`src/rtl/rf_port_ctrl.sv`:
```
// Register-file port controller: drives both RF ports, serves operand reads with a
// one-cycle registered response, and buffers writebacks that drain through idle ports.
module rf_port_ctrl #(
  parameter int WB_DEPTH = 2,
  parameter int XLEN     = 32
) (
  input  logic            clk_i,
  input  logic            rst_ni,
  input  logic            rd_req_valid_i,
  output logic            rd_req_ready_o,
  input  logic [4:0]      rs1_i,
  input  logic [4:0]      rs2_i,
  output logic            rd_rsp_valid_o,
  input  logic            rd_rsp_ready_i,
  output logic [XLEN-1:0] rs1_data_o,
  output logic [XLEN-1:0] rs2_data_o,
  input  logic            wb_valid_i,
  output logic            wb_ready_o,
  input  logic [4:0]      wb_rd_i,
  input  logic [XLEN-1:0] wb_data_i,
  output logic            rf_rw1_o,
  output logic [31:0]     rf_addr1_o,
  output logic [XLEN-1:0] rf_data1_o,
  input  logic [XLEN-1:0] rf_data1_i,
  output logic            rf_rw2_o,
  output logic [31:0]     rf_addr2_o,
  output logic [XLEN-1:0] rf_data2_o,
  input  logic [XLEN-1:0] rf_data2_i
);

  localparam int PW = $clog2(WB_DEPTH);
  localparam int CW = PW + 1;
  localparam logic [CW-1:0] DEPTH_C = CW'(WB_DEPTH);

  logic [4:0]      r_wb_idx  [WB_DEPTH];
  logic [XLEN-1:0] r_wb_data [WB_DEPTH];
  logic [PW-1:0]   r_rd_ptr;
  logic [PW-1:0]   r_wr_ptr;
  logic [CW-1:0]   r_count;
  logic            r_rsp_valid;
  logic [XLEN-1:0] r_rs1_data;
  logic [XLEN-1:0] r_rs2_data;

  logic            w_not_full;
  logic            w_rd_acc;
  logic            w_wb_acc;
  logic            w_push;
  logic            w_drain;
  logic            w_two;
  logic [CW-1:0]   w_pop;
  logic [PW-1:0]   w_slot0;
  logic [PW-1:0]   w_slot1;
  logic            w_hit1;
  logic            w_hit2;
  logic [XLEN-1:0] w_fwd1;
  logic [XLEN-1:0] w_fwd2;
  logic [XLEN-1:0] w_op1;
  logic [XLEN-1:0] w_op2;

  // Operand value as architecturally visible at acceptance, x0 hardwired to zero.
  function automatic logic [XLEN-1:0] sel_operand(
    input logic [4:0]      idx,
    input logic            push,
    input logic [4:0]      wb_rd,
    input logic [XLEN-1:0] wb_data,
    input logic            hit,
    input logic [XLEN-1:0] fwd,
    input logic [XLEN-1:0] rf_data
  );
    logic [XLEN-1:0] v;
    if (idx == 5'd0) begin
      v = {XLEN{1'b0}};
    end else if (push && (wb_rd == idx)) begin
      v = wb_data;
    end else if (hit) begin
      v = fwd;
    end else begin
      v = rf_data;
    end
    return v;
  endfunction

  // Handshakes are refused while reset is asserted so every output reads zero.
  assign w_not_full     = (r_count < DEPTH_C);
  assign wb_ready_o     = rst_ni & w_not_full;
  assign rd_req_ready_o = rst_ni & (~r_rsp_valid | rd_rsp_ready_i) & w_not_full;

  assign w_rd_acc = rd_req_valid_i & rd_req_ready_o;
  assign w_wb_acc = wb_valid_i & wb_ready_o;
  assign w_push   = w_wb_acc & (wb_rd_i != 5'd0);
  assign w_drain  = rst_ni & ~w_rd_acc & (r_count != {CW{1'b0}});
  assign w_two    = (r_count >= CW'(2));
  assign w_pop    = w_drain ? (w_two ? CW'(2) : CW'(1)) : CW'(0);
  assign w_slot0  = r_rd_ptr;
  assign w_slot1  = r_rd_ptr + PW'(1);

  assign rd_rsp_valid_o = r_rsp_valid;
  assign rs1_data_o     = r_rs1_data;
  assign rs2_data_o     = r_rs2_data;

  // Youngest buffered value per source index; later slots overwrite earlier hits.
  always_comb begin
    logic [PW-1:0] v_slot;
    w_hit1 = 1'b0;
    w_hit2 = 1'b0;
    w_fwd1 = {XLEN{1'b0}};
    w_fwd2 = {XLEN{1'b0}};
    v_slot = {PW{1'b0}};
    for (int i = 0; i < WB_DEPTH; i++) begin
      v_slot = r_rd_ptr + PW'(i);
      if ((CW'(i) < r_count) && (r_wb_idx[v_slot] == rs1_i)) begin
        w_hit1 = 1'b1;
        w_fwd1 = r_wb_data[v_slot];
      end else begin
        w_hit1 = w_hit1;
      end
      if ((CW'(i) < r_count) && (r_wb_idx[v_slot] == rs2_i)) begin
        w_hit2 = 1'b1;
        w_fwd2 = r_wb_data[v_slot];
      end else begin
        w_hit2 = w_hit2;
      end
    end
  end

  assign w_op1 = sel_operand(rs1_i, w_push, wb_rd_i, wb_data_i, w_hit1, w_fwd1, rf_data1_i);
  assign w_op2 = sel_operand(rs2_i, w_push, wb_rd_i, wb_data_i, w_hit2, w_fwd2, rf_data2_i);

  // Port steering: reads win; otherwise drain the two oldest entries.
  always_comb begin
    rf_rw1_o   = 1'b0;
    rf_addr1_o = 32'd0;
    rf_data1_o = {XLEN{1'b0}};
    rf_rw2_o   = 1'b0;
    rf_addr2_o = 32'd0;
    rf_data2_o = {XLEN{1'b0}};
    if (w_rd_acc) begin
      rf_addr1_o = {27'd0, rs1_i};
      rf_addr2_o = {27'd0, rs2_i};
    end else if (w_drain) begin
      if (w_two && (r_wb_idx[w_slot0] == r_wb_idx[w_slot1])) begin
        // Older write is dead; only the younger reaches the RF.
        rf_rw1_o   = 1'b1;
        rf_addr1_o = {27'd0, r_wb_idx[w_slot1]};
        rf_data1_o = r_wb_data[w_slot1];
      end else begin
        rf_rw1_o   = 1'b1;
        rf_addr1_o = {27'd0, r_wb_idx[w_slot0]};
        rf_data1_o = r_wb_data[w_slot0];
        if (w_two) begin
          rf_rw2_o   = 1'b1;
          rf_addr2_o = {27'd0, r_wb_idx[w_slot1]};
          rf_data2_o = r_wb_data[w_slot1];
        end else begin
          rf_rw2_o   = 1'b0;
        end
      end
    end else begin
      rf_rw1_o = 1'b0;
    end
  end

  // Write buffer storage, pointers and occupancy.
  always_ff @(posedge clk_i or negedge rst_ni) begin
    if (!rst_ni) begin
      for (int i = 0; i < WB_DEPTH; i++) begin
        r_wb_idx[i]  <= 5'd0;
        r_wb_data[i] <= {XLEN{1'b0}};
      end
      r_rd_ptr <= {PW{1'b0}};
      r_wr_ptr <= {PW{1'b0}};
      r_count  <= {CW{1'b0}};
    end else begin
      if (w_push) begin
        r_wb_idx[r_wr_ptr]  <= wb_rd_i;
        r_wb_data[r_wr_ptr] <= wb_data_i;
      end else begin
        r_wb_idx[r_wr_ptr]  <= r_wb_idx[r_wr_ptr];
      end
      r_wr_ptr <= r_wr_ptr + (w_push ? PW'(1) : PW'(0));
      r_rd_ptr <= r_rd_ptr + w_pop[PW-1:0];
      r_count  <= r_count - w_pop + (w_push ? CW'(1) : CW'(0));
    end
  end

  // Response register: capture on accept, hold until consumed.
  always_ff @(posedge clk_i or negedge rst_ni) begin
    if (!rst_ni) begin
      r_rsp_valid <= 1'b0;
      r_rs1_data  <= {XLEN{1'b0}};
      r_rs2_data  <= {XLEN{1'b0}};
    end else if (w_rd_acc) begin
      r_rsp_valid <= 1'b1;
      r_rs1_data  <= w_op1;
      r_rs2_data  <= w_op2;
    end else if (rd_rsp_ready_i) begin
      r_rsp_valid <= 1'b0;
    end else begin
      r_rsp_valid <= r_rsp_valid;
    end
  end

endmodule

```
`config.mk`:
```
export PLATFORM = sky130hd
export DESIGN_NAME = rf_port_ctrl
export DESIGN_NICKNAME = d
export VERILOG_FILES = /design/src/rtl/rf_port_ctrl.sv
export SDC_FILE = /design/constraint.sdc
export NUM_CORES = 1
export LEC_CHECK = 0
export CAP_MARGIN = 15
export CORE_ASPECT_RATIO = 1.5
export CORE_MARGIN = 2
export CORE_UTILIZATION = 50
export DETAILED_ROUTE_END_ITERATION = 8
export PLACE_DENSITY = 0.93
export SYNTH_ARGS = -nofsm -noshare
export SYNTH_HDL_FRONTEND = slang
export SYNTH_SLANG_ARGS = --single-unit
```
`constraint.sdc`:
```
create_clock -name clk_i -period 4.2 [get_ports clk_i]
set_input_delay 0.42 -clock clk_i [delete_from_list [all_inputs] [get_ports clk_i]]
set_output_delay 0.42 -clock clk_i [all_outputs]
set_load 0.1 [all_outputs]
```
==> results of run 1 <==
metrics by stage:
step / setup slack (ns) / instance area (sq um) / hold slack (ns) / instances / utilization, %
floorplan: 0.0225 / 9410 / 0.124 / 1036 / -
global placement: 1.08 / 12000 / 0.245 / 1390 / 66.6
detailed placement: 0.865 / 12000 / 0.246 / 1390 / 66.6
CTS: 0.617 / 12700 / 0.367 / 1423 / 70.3
global route: 0.515 / 12700 / 0.387 / 1424 / 70.3
finish: 0.532 / 12700 / 0.365 / 1424 / 70.3
layer usage:
layer / routed length [um] / GRT usage (%) / vias to the layer above
met4: 2420 / 24.5 / 0
met3: 3090 / 8.19 / 189
li1: - / - / 3819
met2: 16700 / 57.2 / 729
met5: 0 / 0 / -
met1: 11400 / 37.5 / 4329
flip-flops by register name (all words and copies together) (netlist names):
name / count
r_wb_data: 64
rs1_data_o: 32
rs2_data_o: 32
r_wb_idx: 10
r_count: 2
r_rd_ptr: 1
r_wr_ptr: 1
rd_rsp_valid_o: 1
kinds of logic (layout without fill, tap and decap cells):
kind of cell,Yosys count,count (layout),share of synthesized area [%]
adders and majority gates,4,4,0.544
AOI/OAI and AO/OA,239,239,17.0
buffers and inverters,145,315,8.74
muxes,177,177,20.4
DFF,143,143,38.9
and+or+nand+nor,235,235,10.6
xor gates and xnor gates,39,39,3.71
other,1,55,0.0407
worst min-delay path by stage:
stage                      start                       to  cells after the start
after floorplan           rst_ni     r_count[0]$_DFF_PN0_                      0
after global routing      rst_ni       r_wr_ptr$_DFF_PN0_                      2
final                     rst_ni  r_wb_idx[2]$_DFFE_PN0P_                      2
after global placement    rst_ni       r_wr_ptr$_DFF_PN0_                      1
after CTS                 rst_ni  r_wb_idx[2]$_DFFE_PN0P_                      2
after detailed placement  rst_ni  r_wb_idx[7]$_DFFE_PN0N_                      1
cell usage after synthesis, types with 2 or more instances:
cell type / count
dfrtp_1: 143
nor2_1: 128
mux2i_1: 101
o21ai_0: 85
mux2_2: 74
nand2_1: 71
buf_4: 57
a211oi_1: 51
clkbuf_1: 46
o21ai_1: 24
xnor2_1: 20
buf_2: 19
xor2_1: 19
a221oi_1: 16
a22o_1: 13
o211ai_1: 12
buf_1: 11
nor3_1: 10
inv_1: 9
o21a_1: 8
o221ai_1: 8
a21oi_1: 7
nand3_1: 5
o31ai_1: 5
ha_1: 4
nor2b_1: 4
a221o_1: 3
and2_1: 3
buf_6: 3
nand4_1: 3
o41ai_1: 3
a21o_1: 2
and3_1: 2
or2_1: 2
cell usage in the layout (no fill, tap or decap), types with 12 or more instances in the layout:
| master | count |
|---|---|
| mux2_2 | 74 |
| conb_1 | 54 |
| clkbuf_16 | 17 |
| mux2i_1 | 101 |
| o21ai_0 | 85 |
| nand2_1 | 70 |
| buf_4 | 51 |
| xor2_1 | 19 |
| nor2_1 | 128 |
| a221oi_1 | 16 |
| a211oi_1 | 51 |
| buf_12 | 42 |
| a22o_1 | 13 |
| clkdlybuf4s50_1 | 179 |
| o211ai_1 | 12 |
| dfrtp_1 | 142 |
| xnor2_1 | 19 |
| o21ai_1 | 24 |
layout make-up:
class	count	area [sq um]	area share (%)
clock inverter	13	210	1.66
timing repair buffer	274	3040	24.0
sequential	143	3580	28.3
antenna	1	2.50	0.0197
tap	217	272	2.14
clock buffer	19	443	3.50
inverter	9	33.8	0.267
multi-input combinational	748	5090	40.2
==> impl_metrics.env, run 1 <==
export IMPL_dpl_hpwl_mm=23.0
export IMPL_vias_per_cell=6.37
export IMPL_ctsHoldBuffers=1
export IMPL_path_depth=5
export IMPL_core_area_sq_mm=0.0180
export IMPL_synth_seq_cells=143
export IMPL_finalWirelength_mm=33.5
export IMPL_slowest_stage="dfrtp_4"
export IMPL_critPathCaptureType="primary output"
export IMPL_drv_cap=0
export IMPL_dr_pass1_iters=6
export IMPL_avgSynthCellArea_sq_um=9.37
export IMPL_relSlewSlack_pct=22.3
export IMPL_grt_total_usage_pct=34.2
export IMPL_grt_pass1_wl_mm=50.9
export IMPL_synth_cell_types=46
export IMPL_reg2reg_from="r_rd_ptr$_DFF_PN0_"
export IMPL_crit_buf_inv=3
export IMPL_post_cts_buffers=0
export IMPL_crit_path_start="r_rd_ptr$_DFF_PN0_"
export IMPL_synth_area_leaders="dfrtp_1 39%, mux2i_1 11%, mux2_2 9.1%"
export IMPL_timing_fmax_mhz=273
export IMPL_drive_gt1_share_pct=18.1
export IMPL_crit_end="rf_data2_o[7]"
export IMPL_drc_errors=0
export IMPL_crit_top_cell="buf_4"
export IMPL_hp_class="input pin to asynchronous set/reset pin"
export IMPL_ys_warn_count=0
export IMPL_fin_crit_ns=3.67
export IMPL_outcome="finished, final reports clean"
export IMPL_synth_largest_area_cell="dfrtp_1"
export IMPL_clockBufferDepth=2
export IMPL_final_nets=1313
export IMPL_critPathKind="flip-flop to primary output"
export IMPL_worst_pin_slew_ns=1.17
export IMPL_reg2reg_depth=8
export IMPL_die_h_um=170
export IMPL_grt_pass1_vias=9359
export IMPL_dieArea_sq_mm=0.0195
export IMPL_rsz0062_at_grt="false"
export IMPL_cts_root_buffer="clkbuf_16"
export IMPL_crit_chain="buf_4, buf_4, mux2i_1, nor2_1, buf_4"
export IMPL_die_w_um=115
export IMPL_synth_area_sq_mm=0.00921
export IMPL_reg2reg_slack_ns=0.77
export IMPL_slew_viol_final=0
export IMPL_grt_max_degree=69
export IMPL_fin_crit_sh_pct=87.3
export IMPL_nFillCells=1241
export IMPL_first_iter_violations=932
export IMPL_yosysSeqAreaShare_pct=38.9
export IMPL_synth_top_area_share_pct=38.9
export IMPL_syn_to_final_growth_pct=37.6
export IMPL_antenna_found_initial=1
export IMPL_required_ns=3.78
export IMPL_cts_repair_resized=0
export IMPL_fin_skew_ns=0.0124
export IMPL_ant_nets=0
export IMPL_cpPeakStageDelay_ns=0.71
export IMPL_clock_latency_ns=0.43
export IMPL_cp_max_fo=40
export IMPL_initial_core_util_pct=51.1
export IMPL_grt_remaining_overflow=0
export IMPL_cts_max_level=4
export IMPL_port_buffers=258
export IMPL_place_congestion=1.02
export IMPL_clock_sinks=143
export IMPL_row_count=60
export IMPL_cts_buffers=17
export IMPL_synth_flop_cell="dfrtp_1"
export IMPL_wl_per_cell_um=23.6
export IMPL_timing_rr_end="rs1_data_o[21]$_DFFE_PN0N_"
export IMPL_vias=9066
export IMPL_hold_viol=0
export IMPL_cp_top_family="buffers and inverters"
export IMPL_synth_async_reset_ratio_pct=100
export IMPL_cp_start_kind="flip-flop"
export IMPL_synth_edff_count=0
export IMPL_setup_viol=0
export IMPL_setup_tns_ns=0
export IMPL_cts_clk_slew_worst_paths_ns=0.07
export IMPL_postSynthCellCount=983
export IMPL_io_pin_count=313
export IMPL_cts_tree="yes"
export IMPL_crit_arrival_ns=3.25
Power of run 1 is not shown: default switching activity piles up to over one toggle a cycle in this logic, so the estimate is an artifact.
==> run 2, diff against run 1 <==
- CORE_UTILIZATION: 50 -> 47
- MAX_ROUTING_LAYER: default -> met4
- PLACE_DENSITY: 0.93 -> 0.88
- clock period: 4.2 -> 3.6 ns (I/O delays scaled with it)
==> run 2 against run 1 <==
  * Register-to-register slack about the same
  * Global-route usage fell by 2.1 points
  * Sequential share of layout area fell by 0.45 points
  * Count of clock-buffer cells in the layout down 2
  * Via count decreased by 0.93%
  * Flip-flop and latch count unchanged
  * Clock skew is 0.0022 ns lower
  * Hold slack got worse by 0.070 ns
  * Critical path type unchanged
==> impl_metrics.env, run 2 (synthesized netlist as in run 1, its figures left out) <==
export IMPL_clockBufferDepth=2
export IMPL_final_nets=1321
export IMPL_nFillCells=1426
export IMPL_die_h_um=175
export IMPL_layout_commonest_cell="clkdlybuf4s50_1"
export IMPL_outcome="finished, final reports clean"
export IMPL_top_register="r_wb_data"
export IMPL_crit_path_start="r_wb_idx[7]$_DFFE_PN0N_"
export IMPL_dieArea_sq_mm=0.0207
export IMPL_setup_viol=0
export IMPL_setup_tns_ns=0
export IMPL_reg2reg_slack_ns=0.76
export IMPL_row_count=62
export IMPL_grt_max_degree=77
export IMPL_cp_start_kind="flip-flop"
export IMPL_slew_viol_final=0
export IMPL_crit_buf_inv=2
export IMPL_cts_buffers=17
export IMPL_hold_viol=0
export IMPL_hold_ws_ns=0.296
export IMPL_setup_ws_ns=0.132
export IMPL_final_cell_mix="179 x clkdlybuf4s50_1, 142 x dfrtp_1, 128 x nor2_1, 101 x mux2i_1, 85 x o21ai_0"
export IMPL_slowest_stage="dfrtp_1"
export IMPL_rsz0062_at_grt="false"
export IMPL_reg2reg_depth=7
export IMPL_port_buffers=258
export IMPL_cp_max_fo=19
export IMPL_io_pin_count=313
export IMPL_required_ns=3.24
export IMPL_crit_end="rf_data1_o[13]"
export IMPL_fin_crit_ns=3.47
export IMPL_drv_cap=0
export IMPL_cts_root_buffer="clkbuf_16"
export IMPL_dpl_hpwl_mm=23.3
export IMPL_worst_pin_slew_ns=1.06
export IMPL_relSlewSlack_pct=29.0
export IMPL_crit_arrival_ns=3.11
export IMPL_vias=8982
export IMPL_cts_tree="yes"
export IMPL_cp_top_family="simple AND/OR/NAND/NOR gates"
export IMPL_largest_reg_flops=64
export IMPL_hp_class="input pin to asynchronous set/reset pin"
export IMPL_wl_per_cell_um=22.5
export IMPL_path_depth=9
export IMPL_grt_total_usage_pct=32.0
export IMPL_clock_sinks=143
export IMPL_antenna_found_initial=2
export IMPL_clock_latency_ns=0.42
export IMPL_grt_pass1_vias=8820
export IMPL_post_cts_buffers=0
export IMPL_syn_to_final_growth_pct=39.8
export IMPL_dr_pass1_iters=7
export IMPL_timing_rr_end="rs2_data_o[9]$_DFFE_PN0N_"
export IMPL_fin_crit_sh_pct=96.3
export IMPL_reg2reg_from="r_rd_ptr$_DFF_PN0_"
export IMPL_final_core_util_pct=67.2
export IMPL_cts_max_level=4
export IMPL_critPathCaptureType="primary output"
export IMPL_fin_skew_ns=0.0103
export IMPL_crit_chain="xor2_1, nor3_1, nand3_1, nor2_1, xnor2_4, buf_12, mux2i_1, nor2_1, buf_12"
export IMPL_cts_clk_slew_worst_paths_ns=0.07
export IMPL_drc_errors=0
export IMPL_place_congestion=0.924
export IMPL_finalWirelength_mm=33.1
export IMPL_place_ws_ns=0.554
export IMPL_timing_fmax_mhz=288
export IMPL_drive_gt1_share_pct=18.7
export IMPL_grt_pass1_wl_mm=49.8
export IMPL_critPathKind="flip-flop to primary output"
export IMPL_die_w_um=118
export IMPL_ant_nets=0
export IMPL_cpPeakStageDelay_ns=0.42
export IMPL_initial_core_util_pct=48.1
export IMPL_vias_per_cell=6.10
export IMPL_first_iter_violations=1014
export IMPL_core_area_sq_mm=0.0192
export IMPL_grt_remaining_overflow=0
run 2: cell count changes in the layout (fill, tap and decap cells not counted), moves of 2 or more:
cell,before,now
inv_6,2,6
buf_12,42,54
clkinv_4,0,2
inv_8,0,4
bufinv_16,5,1
buf_4,51,47
clkinvlp_4,5,2
run 2: stage by stage:
step                instance area (sq um)  instances
floorplan                            9410       1036
global placement                    12300       1437
detailed placement                  12300       1437
CTS                                 12900       1470
global route                        12900       1472
finish                              12900       1472
run 2: final cells by class:
cell class / instances / area [sq um] / share of cell area (%)
sequential: 143 / 3580 / 27.8
clock inverter: 15 / 160 / 1.24
tap: 256 / 320 / 2.49
timing repair buffer: 282 / 3250 / 25.2
antenna: 2 / 5.00 / 0.0389
inverter: 9 / 33.8 / 0.262
multi-input combinational: 748 / 5100 / 39.6
clock buffer: 17 / 425 / 3.30
run 2: how the worst min path moves through the flow:
stage | end | slack, ns | depth (start not counted)
after floorplan | r_count[0]$_DFF_PN0_ | 0.06 | 0
after global placement | r_wb_idx[0]$_DFFE_PN0P_ | 0.16 | 1
after detailed placement | r_wb_idx[5]$_DFFE_PN0N_ | 0.16 | 1
after CTS | r_wb_idx[5]$_DFFE_PN0N_ | 0.29 | 2
after global routing | r_wb_idx[5]$_DFFE_PN0N_ | 0.29 | 2
final | r_wb_idx[0]$_DFFE_PN0P_ | 0.30 | 2
run 2: metal layers:
layer	wire length (um)	global-route usage [%]
met5	0	-
met4	2130	19.8
met3	2390	4.87
met2	16700	53.5
met1	11800	35.9
run 2: timing repair:
item | in CTS | in global routing
hold endpoints to repair | 4 | 0
hold buffers | 1 | 0
resized for setup | 0 | 1
setup endpoints to repair | 0 | 1
run 2: worst reg2reg max path, cell delays in order, from the launching register on:
cell and delay, ns:
dfrtp_4 0.61, mux2i_1 0.52, xnor2_1 0.18, nor4_4 0.30
nand2_2 0.36, buf_4 0.35, a211oi_1 0.28, o21ai_0 0.12
Power of run 2 is left out for the same reason.
==> run 3, diff against run 2 <==
- CORE_UTILIZATION: 47 -> 41
- PLACE_DENSITY: 0.88 -> 0.79
==> run 3 against run 2 <==
  * Worst setup slack gained 0.085 ns
  * First-iteration DRC count decreased by 37%
  * Non-clock buffer count up 1
  * Clock skew is essentially flat
  * Core utilization is 8.3 points lower
  * Via count shrank 3.2%
  * Flip-flop and latch count did not move
  * Critical endpoint is now rf_data1_o[12]
  * Global-route usage fell by 3.8 points
  * Register-to-register slack got worse by 0.19 ns
  * Fmax increased by 2.5%
  * Hold slack worse by 0.25 ns
==> impl_metrics.env, run 3 (synthesized netlist as in run 1, its figures left out) <==
export IMPL_place_ws_ns=0.596
export IMPL_place_congestion=0.988
export IMPL_fin_skew_ns=0.0105
export IMPL_port_buffers=258
export IMPL_syn_to_final_growth_pct=42.1
export IMPL_hold_viol=0
export IMPL_clock_latency_ns=0.42
export IMPL_ctsHoldBuffers=0
export IMPL_instances_no_fill=1492
export IMPL_grt_pass1_wl_mm=50.6
export IMPL_die_w_um=126
export IMPL_slew_viol_final=0
export IMPL_row_count=67
export IMPL_drive_gt1_share_pct=18.8
export IMPL_antenna_found_initial=1
export IMPL_vias=8697
export IMPL_cp_top_family="simple AND/OR/NAND/NOR gates"
export IMPL_crit_buf_inv=2
export IMPL_dr_pass1_iters=5
export IMPL_cp_max_fo=19
export IMPL_crit_path_start="r_wb_idx[2]$_DFFE_PN0P_"
export IMPL_hp_class="input pin to asynchronous set/reset pin"
export IMPL_critPathCaptureType="primary output"
export IMPL_cts_buffers=17
export IMPL_drc_errors=0
export IMPL_wl_met2_mm=17.0
export IMPL_cts_repair_resized=0
export IMPL_timing_fmax_mhz=296
export IMPL_post_cts_buffers=0
export IMPL_ant_nets=0
export IMPL_cts_max_level=4
export IMPL_largest_reg_flops=64
export IMPL_relSlewSlack_pct=28.1
export IMPL_crit_arrival_ns=3.02
export IMPL_crit_top_cell="nor2_1"
export IMPL_dieArea_sq_mm=0.0237
export IMPL_die_h_um=188
export IMPL_grt_max_degree=63
export IMPL_vias_per_cell=5.83
export IMPL_setup_ws_ns=0.217
export IMPL_finalWirelength_mm=32.8
export IMPL_met3_length_mm=2.03
export IMPL_place_inst=1459
export IMPL_cts_tree="yes"
export IMPL_cts_clk_slew_worst_paths_ns=0.07
export IMPL_slowest_stage="dfrtp_1"
export IMPL_highest_layer="met4"
export IMPL_grt_remaining_overflow=0
export IMPL_layout_commonest_cell="clkdlybuf4s50_1"
export IMPL_grt_total_usage_pct=28.2
export IMPL_initial_core_util_pct=41.4
export IMPL_reg2reg_from="r_rd_ptr$_DFF_PN0_"
export IMPL_cts_root_buffer="clkbuf_16"
export IMPL_grt_pass1_vias=8965
export IMPL_worst_pin_slew_ns=1.07
export IMPL_io_pin_count=313
export IMPL_cp_start_kind="flip-flop"
export IMPL_required_ns=3.24
export IMPL_dpl_hpwl_mm=23.3
export IMPL_rsz0062_at_grt="false"
export IMPL_wl_met1_mm=12.2
export IMPL_final_cell_mix="179 x clkdlybuf4s50_1, 142 x dfrtp_1, 128 x nor2_1, 101 x mux2i_1, 85 x o21ai_0"
export IMPL_wl_per_cell_um=22.0
export IMPL_clockBufferDepth=2
export IMPL_cpPeakStageDelay_ns=0.44
export IMPL_fin_crit_ns=3.38
export IMPL_final_nets=1322
export IMPL_setup_tns_ns=0
export IMPL_top_register="r_wb_data"
export IMPL_hold_ws_ns=0.0471
export IMPL_setup_viol=0
export IMPL_first_iter_violations=640
export IMPL_core_area_sq_mm=0.0222
export IMPL_clock_sinks=143
export IMPL_drv_cap=0
export IMPL_fin_crit_sh_pct=94.0
export IMPL_crit_chain="xor2_1, nor3_1, nand3_1, nor2_1, xnor2_2, buf_4, mux2i_1, nor2_1, buf_12"
export IMPL_outcome="finished, final reports clean"
export IMPL_critPathKind="flip-flop to primary output"
## run 3: cell type report
type	instances	area, sq um
antenna	1	2.50
clock buffer	19	453
clock inverter	13	199
inverter	9	33.8
tap	276	345
fill	1853	9130
timing repair buffer	283	3380
sequential	143	3580
multi-input combinational	748	5090
## run 3: path summary, 6_finish.rpt
| kind | to | slack (ns) | cells past startpoint |
|---|---|---|---|
| worst max-delay path | rf_data1_o[12] | 0.22 | 9 |
| worst min-delay path | r_wb_idx[2]$_DFFE_PN0P_ | 0.05 | 2 |
| worst max register to register | rs1_data_o[22]$_DFFE_PN0N_ | 0.57 | 7 |
| worst min register to register | rs1_data_o[4]$_DFFE_PN0N_ | 0.48 | 2 |
| max in group asynchronous | rs2_data_o[12]$_DFFE_PN0N_ | 2.30 | 3 |
| min in group clk_i | rs1_data_o[4]$_DFFE_PN0N_ | 0.48 | 2 |
## run 3: stage by stage
stage / utilization (%) / instance area (sq um)
6_report: 58.9 / 13100
5_1_grt: 58.9 / 13100
4_1_cts: 58.9 / 13100
3_5_place_dp: 56.0 / 12400
3_3_place_gp: 56.0 / 12400
2_1_floorplan: - / 9410
## run 3: per-layer routing
layer	GRT usage, %	vias to the layer above
li1	-	3835
met1	30.6	4311
met2	48.7	455
met3	5.56	96
met4	14.2	0
met5	-	-
## run 3: worst register-to-register path: cells and delay by family, from the launching register on
family / cells / cell delay, ns
simple gates: 2 / 1.08
flops: 1 / 0.67
compound gates: 3 / 0.61
mux: 1 / 0.51
xor+xnor: 1 / 0.12
Power of run 3 is left out for the same reason.
==> variant: new RTL, settings of run 3 <==
`XLEN`: 32 -> 48.
--- a/src/rtl/rf_port_ctrl.sv
+++ b/src/rtl/rf_port_ctrl.sv
@@ -2,7 +2,7 @@
 // one-cycle registered response, and buffers writebacks that drain through idle ports.
 module rf_port_ctrl #(
   parameter int WB_DEPTH = 2,
-  parameter int XLEN     = 32
+  parameter int XLEN     = 48
 ) (
   input  logic            clk_i,
   input  logic            rst_ni,
Ports: changed (7 resized); port bits go from 313 to 425. No check against the original RTL was run, so the function may have changed too.
==> variant against run 3 <==
Hold slack better by 0.25 ns. Routed wire length is 46% higher. Sequential cell count is 64 higher. Final cell count is 37% higher. Via count is 37% higher. Worst setup slack worse by 0.0018 ns. Clock skew is 0.0016 ns higher. Sequential share of layout area is 0.14 points higher. Utilization is 0.66 points higher. Final area is 44% higher. Die area is 41% higher. Area after synthesis is 42% higher.
Power is left out: the tool's default activity adds up to more than one toggle a clock period on the data nets, which glitch-free logic cannot reach.
==> variant: results (changes against run 3) <==
ranking of synthesized cells by area dfrtp_1, mux2_2, mux2i_1, o21ai_0, buf_4 (was dfrtp_1, mux2i_1, mux2_2, nor2_1, buf_4); initial antenna violation count 3 (was 1); DRC 0 (unchanged); vias per inst 5.82 (was 5.83); layout cells sized above 1 0.224 (was 0.188); Mapped Cells 1300 (was 983); Synth top cells by count dfrtp_1, mux2i_1, mux2_2, nor2_1, o21ai_0 (was dfrtp_1, nor2_1, mux2i_1, o21ai_0, mux2_2); register area share after synthesis 0.396 (was 0.389); number of buffers created by CTS 23 (was 17); Critical Path Fanout Max 28 (was 19); Nets 1790 (was 1322); DRT iter0 DRCs 677 (was 640); Largest register FFs 96 (was 64); warnings from Yosys 0 (unchanged); status complete, no violations (unchanged); count of cell types in the netlist 46 (unchanged); minimum setup slack after placement 0.604 ns (was 0.596 ns); Worst slew margin 0.246 (was 0.281); GPL Wtd Cong 0.930 (was 0.988); WL met1 16400 um (was 12200 um); largest net degree at the start of global routing 79 (was 63); # H-tree levels 1 (was 4); post-DP HPWL 33900 um (was 23300 um); port bufs 370 (was 258); clk_skew 0.0121 ns (was 0.0105 ns); first-pass GRT wire length 72500 um (was 50600 um); routing usage on met2 0.479 (was 0.487); clock latency on the worst-skew pair 0.52 ns (was 0.42 ns); wire per inst 23.3 um (was 22.0 um); M1 GR Usage 0.314 (was 0.306); metal2 WL 24100 um (was 17000 um); met3 WL post-DR 4010 um (was 2030 um); WL final 47800 um (was 32800 um); global-route usage over all layers 0.290 (was 0.282); largest register by flop count r_wb_data (unchanged); root buf cell clkbuf_16 (unchanged); CP Data Arrival Time 3.03 ns (was 3.02 ns); Hold Path Class primary input to asynchronous set/reset pin (unchanged); Synth async-reset ratio 1.00 (unchanged); Clock transition at path regs roughly 0.06 ns; dpl cells 2006 (was 1459); Final Hold Viols 0 (unchanged); DP Area 18100 um2 (was 12400 um2); highest metal used met4 (unchanged); grt met3 use 0.0607 (was 0.0556); clock tree buffer depth 3 (was 2); vias in the first global route 12412 (was 8965)
[variant: path summary, 6_finish.rpt]
path / from / to / slack, ns / cells past startpoint
setup reg to reg: r_rd_ptr$_DFF_PN0_ / rs1_data_o[36]$_DFFE_PN0N_ / 0.70 / 7
min in group clk_i: rf_data2_i[44] / rs2_data_o[44]$_DFFE_PN0N_ / 0.46 / 3
hold reg to reg: rs1_data_o[23]$_DFFE_PN0N_ / rs1_data_o[23]$_DFFE_PN0N_ / 0.49 / 2
hold / removal: rst_ni / r_wb_data[45]$_DFFE_PN0P_ / 0.30 / 2
setup / recovery: rst_ni / rf_data1_o[26] / 0.21 / 8
max in group asynchronous: rst_ni / r_wb_idx[6]$_DFFE_PN0N_ / 1.98 / 3
[variant: timing repair]
item	4_1_cts	5_1_grt
resized for setup	0	0
endpoints found under the hold margin	23	0
hold buffers	1	0
[variant: final cells by class]
type                       count  area (um2)
clock buffer                  36         694
inverter                       6        22.5
fill                        2600       12800
antenna                        3        7.51
sequential                   207        5180
tap                          410         513
clock inverter                 3        43.8
timing repair buffer         406        5120
multi-input combinational    978        7250
[variant: cells by family (layout without fill, tap and decap cells)]
| family | count (synthesis) | count (layout) | share of synthesized area |
|---|---|---|---|
| xor gates and xnor gates | 39 | 39 | 0.0261 |
| AOI/OAI and AO/OA | 336 | 336 | 0.168 |
| adders and majority gates | 4 | 4 | 0.00382 |
| other | 1 | 57 | 0.000286 |
| muxes | 322 | 322 | 0.263 |
| and+or+nand+nor | 223 | 223 | 0.0701 |
| buffers and inverters | 168 | 451 | 0.0730 |
| DFF | 207 | 207 | 0.396 |
[variant: critical path: stages]
cell	delay (ns)
dlygate4sd3_1	0.56
buf_8	0.20
nor2b_2	0.25
nand3_4	0.14
nand3_2	0.41
buf_4	0.42
nor2_1	0.41
buf_12	0.24
